$ cat config.mk
export PLATFORM = sky130hd
export DESIGN_NAME = mips_multicycle_control
export DESIGN_NICKNAME = d
export VERILOG_FILES = /design/src/rtl/mips_ctrl_pkg.sv /design/src/rtl/perf_counter.sv /design/src/rtl/mips_multicycle_control.sv
export SDC_FILE = /design/constraint.sdc
export NUM_CORES = 1
export LEC_CHECK = 0
export ABC_AREA = 1
export BUFFER_PORTS_ARGS = -buffer_cell sky130_fd_sc_hd__buf_2
export CORE_AREA = 5 5 82 159
export CTS_CLUSTER_SIZE = 14
export DETAILED_ROUTE_END_ITERATION = 16
export DIE_AREA = 0 0 87 164
export PLACE_DENSITY = 0.7
export SYNTH_ARGS = -nofsm -noshare
export SYNTH_HDL_FRONTEND = slang
export SYNTH_SLANG_ARGS = --single-unit
$ cat constraint.sdc
create_clock -name clk_CPU -period 2 [get_ports clk_CPU]
set_input_delay 0.1 -clock clk_CPU [delete_from_list [all_inputs] [get_ports clk_CPU]]
set_output_delay 0.1 -clock clk_CPU [all_outputs]
set_load 0.005 [all_outputs]
$ cat src/rtl/mips_ctrl_pkg.sv
// Shared encodings for the multicycle MIPS control unit: state codes, opcodes,
// datapath select codes and the per-state control word decode.
package mips_ctrl_pkg;

  typedef enum logic [3:0] {
    S_FETCH   = 4'd0,
    S_DECODE  = 4'd1,
    S_MEMADR  = 4'd2,
    S_MEMRD   = 4'd3,
    S_MEMWB   = 4'd4,
    S_MEMWR   = 4'd5,
    S_EXEC    = 4'd6,
    S_ALUWB   = 4'd7,
    S_BRANCH  = 4'd8,
    S_JUMP    = 4'd9,
    S_ADDI_EX = 4'd10,
    S_ADDI_WB = 4'd11,
    S_HALT    = 4'd12
  } state_t;

  localparam logic [5:0] OP_R    = 6'b000000;
  localparam logic [5:0] OP_LW   = 6'b100011;
  localparam logic [5:0] OP_SW   = 6'b101011;
  localparam logic [5:0] OP_BEQ  = 6'b000100;
  localparam logic [5:0] OP_J    = 6'b000010;
  localparam logic [5:0] OP_ADDI = 6'b001000;

  localparam logic [1:0] ALUOP_ADD   = 2'b00;
  localparam logic [1:0] ALUOP_SUB   = 2'b01;
  localparam logic [1:0] ALUOP_FUNCT = 2'b10;

  localparam logic [1:0] SRCB_REG    = 2'b00;
  localparam logic [1:0] SRCB_FOUR   = 2'b01;
  localparam logic [1:0] SRCB_IMM    = 2'b10;
  localparam logic [1:0] SRCB_BRANCH = 2'b11;

  localparam logic [1:0] PCSRC_ALU    = 2'b00;
  localparam logic [1:0] PCSRC_ALUOUT = 2'b01;
  localparam logic [1:0] PCSRC_JUMP   = 2'b10;

  typedef struct packed {
    logic       pc_write;
    logic       pc_write_cond;
    logic       i_or_d;
    logic       mem_read;
    logic       mem_write;
    logic       ir_write;
    logic       mem_to_reg;
    logic       reg_dst;
    logic       reg_write;
    logic       alu_src_a;
    logic       halted;
    logic       instr_done;
    logic [1:0] alu_src_b;
    logic [1:0] alu_op;
    logic [1:0] pc_source;
  } ctrl_t;

  // Moore decode: every field not set for a state stays zero.
  function automatic ctrl_t decode_state(input state_t s);
    ctrl_t c;
    c = '0;
    c.alu_src_b = SRCB_REG;
    c.alu_op    = ALUOP_ADD;
    c.pc_source = PCSRC_ALU;
    case (s)
      S_FETCH: begin
        c.mem_read  = 1'b1;
        c.ir_write  = 1'b1;
        c.pc_write  = 1'b1;
        c.alu_src_b = SRCB_FOUR;
      end
      S_DECODE: c.alu_src_b = SRCB_BRANCH;
      S_MEMADR, S_ADDI_EX: begin
        c.alu_src_a = 1'b1;
        c.alu_src_b = SRCB_IMM;
      end
      S_MEMRD: begin
        c.mem_read = 1'b1;
        c.i_or_d   = 1'b1;
      end
      S_MEMWR: begin
        c.mem_write  = 1'b1;
        c.i_or_d     = 1'b1;
        c.instr_done = 1'b1;
      end
      S_MEMWB: begin
        c.reg_write  = 1'b1;
        c.mem_to_reg = 1'b1;
        c.instr_done = 1'b1;
      end
      S_EXEC: begin
        c.alu_src_a = 1'b1;
        c.alu_op    = ALUOP_FUNCT;
      end
      S_ALUWB: begin
        c.reg_write  = 1'b1;
        c.reg_dst    = 1'b1;
        c.instr_done = 1'b1;
      end
      S_ADDI_WB: begin
        c.reg_write  = 1'b1;
        c.instr_done = 1'b1;
      end
      S_BRANCH: begin
        c.alu_src_a     = 1'b1;
        c.alu_op        = ALUOP_SUB;
        c.pc_write_cond = 1'b1;
        c.pc_source     = PCSRC_ALUOUT;
        c.instr_done    = 1'b1;
      end
      S_JUMP: begin
        c.pc_write   = 1'b1;
        c.pc_source  = PCSRC_JUMP;
        c.instr_done = 1'b1;
      end
      S_HALT:  c.halted = 1'b1;
      default: c = '0;
    endcase
    return c;
  endfunction

endpackage

$ cat src/rtl/perf_counter.sv
// Wrapping event counter with synchronous active-low clear.
module perf_counter #(
  parameter int CNT_W = 32
) (
  input  logic             clk,
  input  logic             rst_n,
  input  logic             inc,
  output logic [CNT_W-1:0] count
);

  always_ff @(posedge clk) begin
    if (!rst_n) begin
      count <= '0;
    end else if (inc) begin
      count <= count + CNT_W'(1);
    end
  end

endmodule

$ cat src/rtl/mips_multicycle_control.sv
// Multicycle MIPS control FSM with cycle/instruction counters.
// Define MC_MEM_WAIT_EN to add a mem_ready handshake stalling FETCH/MEMRD/MEMWR.
module mips_multicycle_control
  import mips_ctrl_pkg::*;
#(
  parameter int CNT_W = 32
) (
  input  logic             clk_CPU,
  input  logic             rst_CPU_n,
  input  logic [5:0]       opcode,
  input  logic [5:0]       funct,
  input  logic             zero,
`ifdef MC_MEM_WAIT_EN
  input  logic             mem_ready,
`endif
  output logic             pc_write,
  output logic             pc_write_cond,
  output logic             pc_en,
  output logic             i_or_d,
  output logic             mem_read,
  output logic             mem_write,
  output logic             ir_write,
  output logic             mem_to_reg,
  output logic             reg_dst,
  output logic             reg_write,
  output logic             alu_src_a,
  output logic             halted,
  output logic             instr_done,
  output logic [1:0]       alu_src_b,
  output logic [1:0]       alu_op,
  output logic [1:0]       pc_source,
  output logic [3:0]       state,
  output logic [CNT_W-1:0] cycle_count,
  output logic [CNT_W-1:0] instr_count
);

  state_t cur, nxt;
  ctrl_t  ctrl_q;
  logic   mem_rdy;
  logic   wait_st;
  logic   go;
  logic   unused_funct;

`ifdef MC_MEM_WAIT_EN
  assign mem_rdy = mem_ready;
`else
  assign mem_rdy = 1'b1;
`endif

  // The control unit only needs the opcode; funct is consumed by the ALU decoder.
  assign unused_funct = ^funct;

  assign wait_st = (cur == S_FETCH) || (cur == S_MEMRD) || (cur == S_MEMWR);
  assign go      = mem_rdy || !wait_st;

  always_comb begin
    nxt = cur;
    case (cur)
      S_FETCH:  nxt = mem_rdy ? S_DECODE : S_FETCH;
      S_DECODE: begin
        case (opcode)
          OP_R:         nxt = S_EXEC;
          OP_LW, OP_SW: nxt = S_MEMADR;
          OP_BEQ:       nxt = S_BRANCH;
          OP_J:         nxt = S_JUMP;
          OP_ADDI:      nxt = S_ADDI_EX;
          default:      nxt = S_HALT;
        endcase
      end
      S_MEMADR:  nxt = (opcode == OP_LW) ? S_MEMRD : S_MEMWR;
      S_MEMRD:   nxt = mem_rdy ? S_MEMWB : S_MEMRD;
      S_MEMWR:   nxt = mem_rdy ? S_FETCH : S_MEMWR;
      S_EXEC:    nxt = S_ALUWB;
      S_ADDI_EX: nxt = S_ADDI_WB;
      S_MEMWB, S_ALUWB, S_ADDI_WB, S_BRANCH, S_JUMP: nxt = S_FETCH;
      S_HALT:    nxt = S_HALT;
      default:   nxt = S_HALT;
    endcase
  end

  // Control word is registered alongside the state so outputs are glitch-free.
  always_ff @(posedge clk_CPU) begin
    if (!rst_CPU_n) begin
      cur    <= S_FETCH;
      ctrl_q <= decode_state(S_FETCH);
    end else begin
      cur    <= nxt;
      ctrl_q <= decode_state(nxt);
    end
  end

  assign pc_write      = ctrl_q.pc_write & go;
  assign ir_write      = ctrl_q.ir_write & go;
  assign reg_write     = ctrl_q.reg_write & go;
  assign instr_done    = ctrl_q.instr_done & go;
  assign pc_write_cond = ctrl_q.pc_write_cond;
  assign i_or_d        = ctrl_q.i_or_d;
  assign mem_read      = ctrl_q.mem_read;
  assign mem_write     = ctrl_q.mem_write;
  assign mem_to_reg    = ctrl_q.mem_to_reg;
  assign reg_dst       = ctrl_q.reg_dst;
  assign alu_src_a     = ctrl_q.alu_src_a;
  assign halted        = ctrl_q.halted;
  assign alu_src_b     = ctrl_q.alu_src_b;
  assign alu_op        = ctrl_q.alu_op;
  assign pc_source     = ctrl_q.pc_source;
  assign pc_en         = pc_write | (pc_write_cond & zero);
  assign state         = cur;

  perf_counter #(.CNT_W(CNT_W)) u_cycle_cnt (
    .clk   (clk_CPU),
    .rst_n (rst_CPU_n),
    .inc   (cur != S_HALT),
    .count (cycle_count)
  );

  perf_counter #(.CNT_W(CNT_W)) u_instr_cnt (
    .clk   (clk_CPU),
    .rst_n (rst_CPU_n),
    .inc   (instr_done),
    .count (instr_count)
  );

endmodule

Word level (Yosys, flattened, before mapping)
Index checks and enable logic that the tools add are counted.
{"block": "op_classes", "n_addsub": 2, "n_eq_ne": 29, "n_mux": 18, "n_bitwise": 2, "reduce_logical": 12}
{"operator": "$add 32x1->32 const B", "count": 2}
{"operator": "$eq 4x4->1 const B", "count": 9}
{"operator": "$eq 4x3->1 const B", "count": 8}
{"operator": "$pmux 4 s7", "count": 1}
{"operator": "$pmux 4 s5", "count": 1}
{"operator": "$eq 4x2->1 const B", "count": 4}
{"operator": "$eq 6x6->1 const B", "count": 2}
{"operator": "$mux 1", "count": 12}
{"operator": "$reduce_or 6->1", "count": 2}
{"operator": "$reduce_or 2->1", "count": 5}
{"operator": "$eq 4x1->1 const B", "count": 2}
{"operator": "$logic_not 4->1", "count": 2}
{"operator": "$pmux 2 s2", "count": 2}
{"operator": "$eq 6x2->1 const B", "count": 1}
{"operator": "$eq 6x3->1 const B", "count": 1}
{"operator": "$eq 6x4->1 const B", "count": 1}
{"operator": "$logic_not 6->1", "count": 1}
{"operator": "$pmux 2 s3", "count": 1}
{"operator": "$ne 4x4->1 const B", "count": 1}
{"operator": "$reduce_or 4->1", "count": 1}
{"operator": "$mux 3", "count": 1}
{"operator": "$reduce_or 3->1", "count": 1}
{"operator": "$and 1x1->1", "count": 1}
{"operator": "$or 1x1->1", "count": 1}
{"block": "totals", "regBits": 86, "in_bits": 15, "output_inout_bits": 87, "word_cells": 81}

Depth between registers and ports, before layout
Gate-level depths: netlist of the first run.
{"block": "logic_depth", "ltp_word": 7, "depth_mapped": 12, "ltp_nobuf": 12}

Modules after synthesis
Synthesis of the first run repeated with hierarchy kept, for this count alone.
{"block": "hier_totals", "hier_cells": 656, "area_unflattened_um2": 4428.0}
{"mod": "perf_counter", "n_inst": 2, "cells_each": 260, "area_each_um2": 1750.4, "seq_area_each_um2": 640.6}
{"mod": "mips_multicycle_control", "n_inst": 1, "cells_each": 136, "area_each_um2": 927.1, "seq_area_each_um2": 400.4}

Least setup slack after synthesis of the first run
No wires, ideal clock.
{"block": "synth_path", "path_kind": "reg2reg", "from": "register u_instr_cnt.count[0]", "to": "register u_instr_cnt.count[18]", "t_arrival_ns": 1.453, "required_ns": 1.887, "setup_slack_ns": 0.434, "stages_incl_launch_ff": 11, "n_path_buf": 0, "path_cell_list": "dfxtp_1 ha_1 nand3_1 nor2_1 nand2_1 nor2_1 inv_1 nor2_1 nand2_1 nand2_1 nor2_1"}
{"block": "synth_between", "elab_chain_cells": 1}
{"element": "start: declaration", "line_no": "perf_counter.sv:8", "source": "output logic [CNT_W-1:0] count"}
{"element": "start signal: assignment", "line_no": "perf_counter.sv:15", "source": "count <= count + CNT_W'(1);"}
{"element": "$add 32x1->32", "line_no": "perf_counter.sv:15"}
Every way passes these cells.
A chain may end at the register's enable or synchronous reset.

Worst setup path after layout of the first run
{"block": "layout_path", "from": "register u_cycle_cnt.count[20]", "to": "register u_cycle_cnt.count[29]"}
{"block": "layout_between", "elab_chain_cells": 1}
{"element": "start: declaration", "line_no": "perf_counter.sv:8"}
{"element": "start signal: assignment", "line_no": "perf_counter.sv:15"}
{"element": "$add 32x1->32", "line_no": "perf_counter.sv:15"}
Every way passes these cells.

==> metrics.txt, run 1 <==
Total Wirelength=12900 µm; yosys warns=0; worst skew pair latency=0.34 ns; Synth Net Count=717; hold-critical path depth=4; CTS Sinks=84; Worst VDD drop=0.000408 V; Avg Cell Area, Syn=6.50 µm²; Antenna Cells=0; Nets=825; Core Region=0.0117 mm²; Lkg Pwr=2.51 nW; DR WL/cell=13.5 µm; Synth Area in Simple Gates=42.4%; H-tree depth=3; first-pass GRT wire length=20800 µm; footprint of the multi-input gates=0.00246 mm²; initial antenna violation count=0; CP Max Fanout=5; fin. max-slew vios=0; Synth Area in XOR/XNOR=2.70%; Post CTS Setup Buffer Count=0; mux cell area share after synthesis=0%; Iteration-0 DRC Markers=156; hold buffer count at CTS=0; Root Buffer Master=clkbuf_16; FF+latch count, synth=84; Worst Setup Path Type=register to register; Post-DRT Antenna Nets=0; fin util=47.3%; Worst EP required=2.27 ns; Top FF cell, synth=dfxtp_1; Die ar.=0.0143 mm²; gr ovfl total=0; HPWL Detailed=10300 µm; f_max=0.582 GHz; clock tree buffer depth=2; FF/Latch Area=0.00168 mm²; 1st-pass router iterations=4; Total Routing Usage GR=18.6%; startpoint types=register; clock skew=0.00797 ns; largest net degree at the start of global routing=37; Adder-Cell Fraction of Synth Area=0.550%; Async S/R FF share, synth=0%; Fin. Hold Viols=0; CTS tree=yes; fraction of layout instances using a drive strength above 1=19.7%; post-CTS resize count=0; # fillers=1240; gpl congestion=0.901; Post-Syn Area=0.00455 mm²; DR DRC count=0; worst relative slew slack=70.9%; status=complete, no violations; Via-to-Cell Ratio=4.96; post-synthesis compound-gate area fraction=8.53%; Data arrival, critical path=1.99 ns; Fin Setup TNS=0 ns; RSZ-0062 raised after global routing=no; MaxCap Viol Count=0; routed vias=4750; Initial Util=38.9%; EDFF count, synth=0; R2R cell count=8; final setup vio count=0; Worst-Margin Slew=0.433 ns; Netlist cell types=40; Die X=87 µm; input/output buffers=95; Layout area overhead=21.6%; Hold Path Class=input port to register; PD cells=658 mW/mm²; clk slew on worst S/H paths=0.07 ns; min cycle time layout=1.72 ns; Worst Setup End Kind=register; final worst-path cycle share=85.9%; Ports=102; total CTS buffers=9; Syn Inst Count=700; chip height=164 µm; Site Rows=56; largest family of logic cells by synthesized area=simple AND/OR/NAND/NOR gates; sequential share of the synthesized area=37.0%; vias in the first global route=4548; post-layout power=3.64 mW
critical path, stage by stage, from the launching register on:
cell and delay [ns]:
dfxtp_1 0.42, inv_1 0.09, nor3_1 0.38, nand2_1 0.11, nor3_1 0.31, nand3_1 0.11
nand2_1 0.08, nand2_1 0.05, a21oi_1 0.11
worst paths after layout:
check	startpoint	slack [ns]	endpoint
setup / recovery	u_cycle_cnt.count[20]	0.28	u_cycle_cnt.count[29]
hold / removal	opcode[4]	0.09	pc_source[1]
setup reg to reg	u_cycle_cnt.count[20]	0.28	u_cycle_cnt.count[29]
hold reg to reg	u_instr_cnt.count[11]	0.49	u_instr_cnt.count[11]
area by class of cell:
type	count	share of cell area (%)
Clock buffer	11	4.21
Multi-Input combinational cell	511	44.5
Clock inverter	5	0.679
Inverter	92	6.25
Tap cell	145	3.28
Timing Repair Buffer	110	10.6
Sequential cell	84	30.4
cell families (layout without fill, tap and decap cells):
group	count (synthesis)	in the layout
xor gates and xnor gates	14	14
and+or+nand+nor	423	423
AOI/OAI and AO/OA	72	72
DFF	84	84
buffers and inverters	105	218
adders and majority gates	2	2
metal layers:
metal	wire, µm	track usage (%)
met1	4610	17.5
met2	7280	36.1
met3	510	2.81
met4	530	10.9
met5	0	0
layout by cell type, fill, tap and decap left out, types with 10 or more instances in the layout:
| cell type | Yosys | layout |
|---|---|---|
| nor3_1 | 27 | 27 |
| buf_4 | 2 | 15 |
| nand3_1 | 45 | 45 |
| nand4_1 | 15 | 15 |
| nand2_1 | 186 | 186 |
| xor2_1 | 10 | 10 |
| buf_2 | 2 | 95 |
| nor2_1 | 111 | 111 |
| dfxtp_1 | 84 | 84 |
| a21oi_1 | 36 | 36 |
| o21ai_0 | 24 | 24 |
| inv_1 | 86 | 86 |
synth_stat cells, types with 2 or more instances:
cell,instances,area [µm²]
nand2_1,186,698
nor2_1,111,417
inv_1,86,323
dfxtp_1,84,1680
nand3_1,45,225
a21oi_1,36,180
nor3_1,27,135
o21ai_0,24,120
nand4_1,15,93.8
xor2_1,10,87.6
clkbuf_1,7,26.3
nand3b_1,7,52.6
nor2_4,6,67.6
nor3_2,6,60.1
inv_2,5,18.8
nand2_2,5,31.3
nor2_2,4,25.0
xnor2_1,4,35.0
and3_1,3,18.8
a211oi_1,2,15.0
a21oi_2,2,17.5
a31oi_1,2,12.5
buf_1,2,7.51
buf_2,2,10.0
buf_4,2,15.0
ha_1,2,25.0
o21a_1,2,15.0
stage by stage:
| step | instance area, µm² | setup WS [ns] | hold slack [ns] | instances |
|---|---|---|---|---|
| after detailed placement | 5260 | 0.298 | 0.434 | 942 |
| after floorplan | 4550 | 0.434 | 0.273 | 700 |
| after global placement | 5260 | 0.318 | 0.424 | 942 |
| after CTS | 5530 | 0.284 | 0.0781 | 958 |
| after global routing | 5530 | 0.0484 | 0.102 | 958 |
| final | 5530 | 0.281 | 0.0850 | 958 |
where the power goes:
group / total [mW] / internal [mW] / switching, mW / leakage [nW]
clock: 1.55 / 0.848 / 0.706 / 0.126
sequential: 1.76 / 1.72 / 0.0373 / 0.680
combinational: 0.325 / 0.116 / 0.210 / 1.71
total: 3.64 / 2.69 / 0.953 / 2.51
Note: power is estimated with default switching activity, not from simulation.
==> inputs of run 2 (changes only) <==
- BUFFER_PORTS_ARGS: -buffer_cell sky130_fd_sc_hd__buf_2 -> default
- CORE_AREA: 5 5 82 159 -> 5 5 66 128
- DIE_AREA: 0 0 87 164 -> 0 0 71 133
- DONT_BUFFER_PORTS: default -> 1
- PLACE_DENSITY: 0.7 -> 0.87
==> metrics.txt, run 2 (synthesis gave the netlist of run 1 again) <==
R2R cell count=10 (+2); most frequent cells in the layout=186 x nand2_1, 110 x nor2_1, 86 x inv_1, 84 x dfxtp_1, 45 x nand3_1; Layout area overhead=10.7%; crit-path cells=ha_2, nand3_1, nor2_2, nand2_1, nor2_1, inv_1, nor2_1, nand2_1, nand2_1, nor2_1; vias in the first global route=4268 (-6.2%); worst slack at placement=0.188 ns (-0.110 ns); R2R Setup Slk=0.19 ns (-0.09 ns); # fillers=700 (-44%); FF/Latch Area=0.00168 mm² (unchanged); hold-critical path depth=2 (-2); fraction of layout instances using a drive strength above 1=9.46% (-10 points); Setup WS post-layout=0.192 ns (-0.0891 ns); Fin Setup TNS=0 ns (unchanged); clock tree buffer depth=2 (unchanged); worst hold path startpoint=rst_CPU_n; CP bufs+invs=1 (unchanged); Worst-Margin Slew=0.420 ns (-0.0137 ns); status=complete, no violations; CP top delay family=simple AND/OR/NAND/NOR gates; CTS tree=yes; fin util=67.7% (+20 points); Root Buffer Master=clkbuf_16; Min-Delay Endpoint=ir_write; worst skew pair latency=0.34 ns (about the same); fin. max-slew vios=0 (unchanged); clk slew on worst S/H paths=0.06 ns (about the same); H-tree depth=3 (unchanged); Nets=732 (-11%); largest net degree at the start of global routing=37 (unchanged); Post CTS Setup Buffer Count=0 (unchanged); CTS Sinks=84 (unchanged); Iteration-0 DRC Markers=312 (+100%); worst relative slew slack=71.8% (+0.90 points); Worst VDD drop=0.000544 V (+33%); DR WL/cell=14.3 µm (+6.2%); 1st-pass router iterations=5 (+1); Antenna Cells=0 (unchanged); placed cell areas=0.00471 mm² (-10%); final setup vio count=0 (unchanged); Core Region=0.00743 mm² (-36%); Via-to-Cell Ratio=5.59 (+13%); HPWL Detailed=8820 µm (-14%); Worst EP required=2.24 ns (-0.03 ns); chip height=133 µm (-19%); Die ar.=0.00944 mm² (-34%); Hold Path Class=input port to register; worst r2r dst=u_instr_cnt.count[12]; Post-DRT Antenna Nets=0 (unchanged); CP Max Fanout=5 (unchanged); Lkg Pwr=2.03 nW (-19%); DR DRC count=0 (unchanged); Worst path slowest cell=dfxtp_1; total CTS buffers=9 (unchanged); input/output buffers=0 (-100%); clock skew=0.00637 ns (-0.00159 ns); routed vias=4541 (-4.4%); leading cell type in the layout, fill and taps excluded=nand2_1; Final Cell Area=0.00503 mm² (-8.9%); Total Wirelength=11700 µm (-9.8%); initial antenna violation count=0 (unchanged); gr ovfl total=0 (unchanged); final worst-path cycle share=90.4% (+4.5 points); crit-path max cell delay=0.43 ns (about the same); Worst Setup End Kind=register; Die X=71 µm (-18%); gpl congestion=0.942 (+4.5%); MaxCap Viol Count=0 (unchanged); startpoint types=register; Data arrival, critical path=2.05 ns (+0.06 ns); f_max=0.553 GHz (-4.9%); Ports=102 (unchanged); first-pass GRT wire length=19400 µm (-6.9%); Site Rows=45 (-20%); Worst Setup Path Type=register to register; min cycle time layout=1.81 ns (+0.0891 ns); Initial Util=61.2% (+22 points); footprint of the multi-input gates=0.00247 mm² (+0.20%); reg2reg start=u_instr_cnt.count[1]; Total Routing Usage GR=25.3% (+6.7 points); PD cells=714 mW/mm² (+8.5%); Fin. Hold Viols=0 (unchanged)
## run 2: cell types whose count changed in the layout (fill, tap and decap cells not counted), moves of 2 or more
cell	change
clkbuf_1	-2
buf_2	-95
clkbuf_8	+2
dlygate4sd3_1	+2
## run 2: how the worst max path moves through the flow
| stage | from | to | slack (ns) | cells past startpoint |
|---|---|---|---|---|
| after floorplan | u_instr_cnt.count[0] | u_instr_cnt.count[18] | 0.43 | 10 |
| after global placement | u_instr_cnt.count[1] | u_instr_cnt.count[18] | 0.24 | 10 |
| after detailed placement | u_instr_cnt.count[1] | u_instr_cnt.count[12] | 0.19 | 10 |
| after CTS | u_instr_cnt.count[1] | u_instr_cnt.count[12] | 0.18 | 10 |
| after global routing | u_instr_cnt.count[1] | u_instr_cnt.count[18] | -0.01 | 10 |
| final | u_instr_cnt.count[1] | u_instr_cnt.count[12] | 0.19 | 10 |
## run 2: cell type report
cell class / count / share of cell area [%]
Clock buffer: 11 / 5.02
Clock inverter: 4 / 0.497
Inverter: 92 / 6.86
Multi-Input combinational cell: 511 / 49.0
Sequential cell: 84 / 33.4
Tap cell: 94 / 2.34
Timing Repair Buffer: 17 / 2.88
## run 2: timing repair
action,4_1_cts,5_1_grt
hold buffers,3,0
endpoints found under the hold margin,40,0
resized for setup,0,2
setup endpoints to repair,0,3
## run 2: metrics by stage
stage               power, mW  hold slack [ns]  std cells
global route             3.73           0.0538        813
global placement         2.05            0.205        795
detailed placement       2.06            0.211        795
finish                   3.60           0.0518        813
CTS                      3.62           0.0395        813
floorplan                2.00            0.273        700
## run 2: report_power, final
part           switching (mW)  total (mW)  internal [mW]
clock network           0.653        1.55          0.896
logic                   0.186       0.270         0.0838
registers              0.0514        1.78           1.73
## run 2: per-layer routing
layer | vias up | share of wire [%] | GRT usage [%]
li1 | 2269 | - | -
met1 | 2050 | 39 | 28.6
met2 | 189 | 49 | 42.3
met3 | 33 | 8.9 | 7.76
met4 | 0 | 2.9 | 12.2
met5 | - | 0 | 0
==> inputs of run 3 (changes only) <==
- PLACE_DENSITY: 0.87 -> default
- PLACE_DENSITY_LB_ADDON: default -> 0.08
==> metrics.txt, run 3 (synthesis gave the netlist of run 1 again) <==
Worst VDD drop=0.000718 V (+32%); Worst Setup Path Type=register to register; sw frac=22.6% (-2.2 points); most frequent cells in the layout=186 x nand2_1, 110 x nor2_1, 86 x inv_1, 83 x dfxtp_1, 45 x nand3_1; chip height=133 µm (unchanged); Total Routing Usage GR=25.0% (-0.23 points); hold-critical path depth=2 (unchanged); worst relative slew slack=72.9% (+1.1 points); Via-to-Cell Ratio=5.42 (-3.0%); Worst EP required=2.28 ns (+0.04 ns); worst skew pair latency=0.34 ns (about the same); Die ar.=0.00944 mm² (unchanged); Layout area overhead=12.6%; Core Region=0.00743 mm² (unchanged); Iteration-0 DRC Markers=322 (+3.2%); final setup vio count=0 (unchanged); 1st-pass router iterations=5 (unchanged); Post-DRT Antenna Nets=0 (unchanged); Fin Hold WS=0.0362 ns (-0.0156 ns); CTS Sinks=84 (unchanged); first-pass GRT wire length=19300 µm (-0.75%); largest net degree at the start of global routing=37 (unchanged); Worst-Margin Slew=0.403 ns (-0.0162 ns); Initial Util=61.2% (unchanged); MaxCap Viol Count=0 (unchanged); input/output buffers=0 (unchanged); clock tree buffer depth=2 (unchanged); Nets=734 (+0.27%); Comb pwr share=6.5% (-1.0 points); Root Buffer Master=clkbuf_16; R2R Setup Slk=0.21 ns (+0.02 ns); PD cells=771 mW/mm² (+8.0%); CTS tree=yes; Switch Pwr=0.892 mW (about the same); placed cell areas=0.00471 mm² (unchanged); Lkg Pwr=2.07 nW (+2.4%); Flop pwr share=45.0% (-4.4 points); Ports=102 (unchanged); fraction of layout instances using a drive strength above 1=9.83% (+0.38 points); leading cell type in the layout, fill and taps excluded=nand2_1; Setup crit start=state[3]; routed vias=4419 (-2.7%); Die X=71 µm (unchanged); HPWL Detailed=8770 µm (-0.59%); fin util=68.9% (+1.2 points); CP Max Fanout=5 (unchanged); clock skew=0.00766 ns (+0.00128 ns); Int Pwr=3.06 mW (+13%); worst hold path startpoint=rst_CPU_n; Final Cell Area=0.00512 mm² (+1.7%); reg2reg start=state[3]; clk slew on worst S/H paths=0.06 ns (about the same); f_max=0.559 GHz (+1.1%); worst r2r dst=pc_source[1]; Total Wirelength=11500 µm (-1.3%); clock share of power=48.5% (+5.4 points); final worst-path cycle share=89.4% (-0.99 points); total CTS buffers=9 (unchanged); R2R cell count=6 (-4); Hold Path Class=input port to register; gr ovfl total=0 (unchanged); startpoint types=register; status=complete, no violations; worst setup path endpoint=pc_source[1]; DR WL/cell=14.1 µm (-1.6%); initial antenna violation count=0 (unchanged); min cycle time layout=1.79 ns (-0.0197 ns); vias in the first global route=4091 (-4.1%); Antenna Cells=0 (unchanged); Data arrival, critical path=2.07 ns (+0.02 ns); DR DRC count=0 (unchanged); gpl congestion=0.954 (+1.3%); post-layout power=3.95 mW (+9.8%); H-tree depth=3 (unchanged); Site Rows=45 (unchanged); fin. max-slew vios=0 (unchanged); Worst Setup End Kind=register; Fin. Hold Viols=0 (unchanged)
## run 3: cell types whose count changed in the layout (fill, tap and decap cells not counted), sizes merged
cell,delta
bufinv,+3
buf,+2
clkbuf,-1
clkinvlp,-1
## run 3: through the flow
step                std cells  worst slack [ns]  setup TNS, ns
finish                    816             0.212              0
global route              816          -0.00453       -0.00453
CTS                       814             0.197              0
detailed placement        795             0.215              0
global placement          795             0.300              0
floorplan                 700             0.434              0
## run 3: final cells by class
class | count | area, µm²
multi-input cells | 511 | 2460
flip-flops and latches | 84 | 1680
inverters | 92 | 345
clock inverters | 6 | 111
clock buffers | 10 | 239
well taps | 94 | 118
repair buffers | 19 | 160
fillers | 658 | 2310
## run 3: worst max-delay path, cell delays in order, from the launching register on
cell and delay (ns):
dfxtp_1 0.36, inv_1 0.10, nand2_1 0.11, nor2_1 0.32, nand4_1 0.15, dlygate4sd3_1 0.60, nor2_1 0.08
## run 3: worst min path at each step
stage | to
after floorplan | pc_source[1]
after global placement | ir_write
after detailed placement | ir_write
after CTS | u_instr_cnt.count[27]
after global routing | u_instr_cnt.count[28]
final | u_instr_cnt.count[27]
## run 3: timing repair
item,CTS,global route
buffers inserted,0,2
hold endpoints to repair,41,0
gates resized for setup,0,2
hold buffers,3,0
setup endpoints to repair,0,2
## run 3: layer usage
layer / GRT usage, % / vias to the layer above / wire (µm)
li1: - / 2286 / -
met1: 30.7 / 1965 / 4790
met2: 41.1 / 155 / 5550
met3: 8.14 / 13 / 967
met4: 8.05 / 0 / 198
met5: 0 / - / 0
## run 3: power groups by stage
stage                     sequential (mW)  combinational [mW]  clock (mW)
after floorplan                      1.80               0.193           0
final                                1.78               0.256        1.92
after CTS                            1.78               0.254        1.95
after global routing                 1.78               0.293        2.05
after global placement               1.81               0.229           0
after detailed placement             1.82               0.237           0
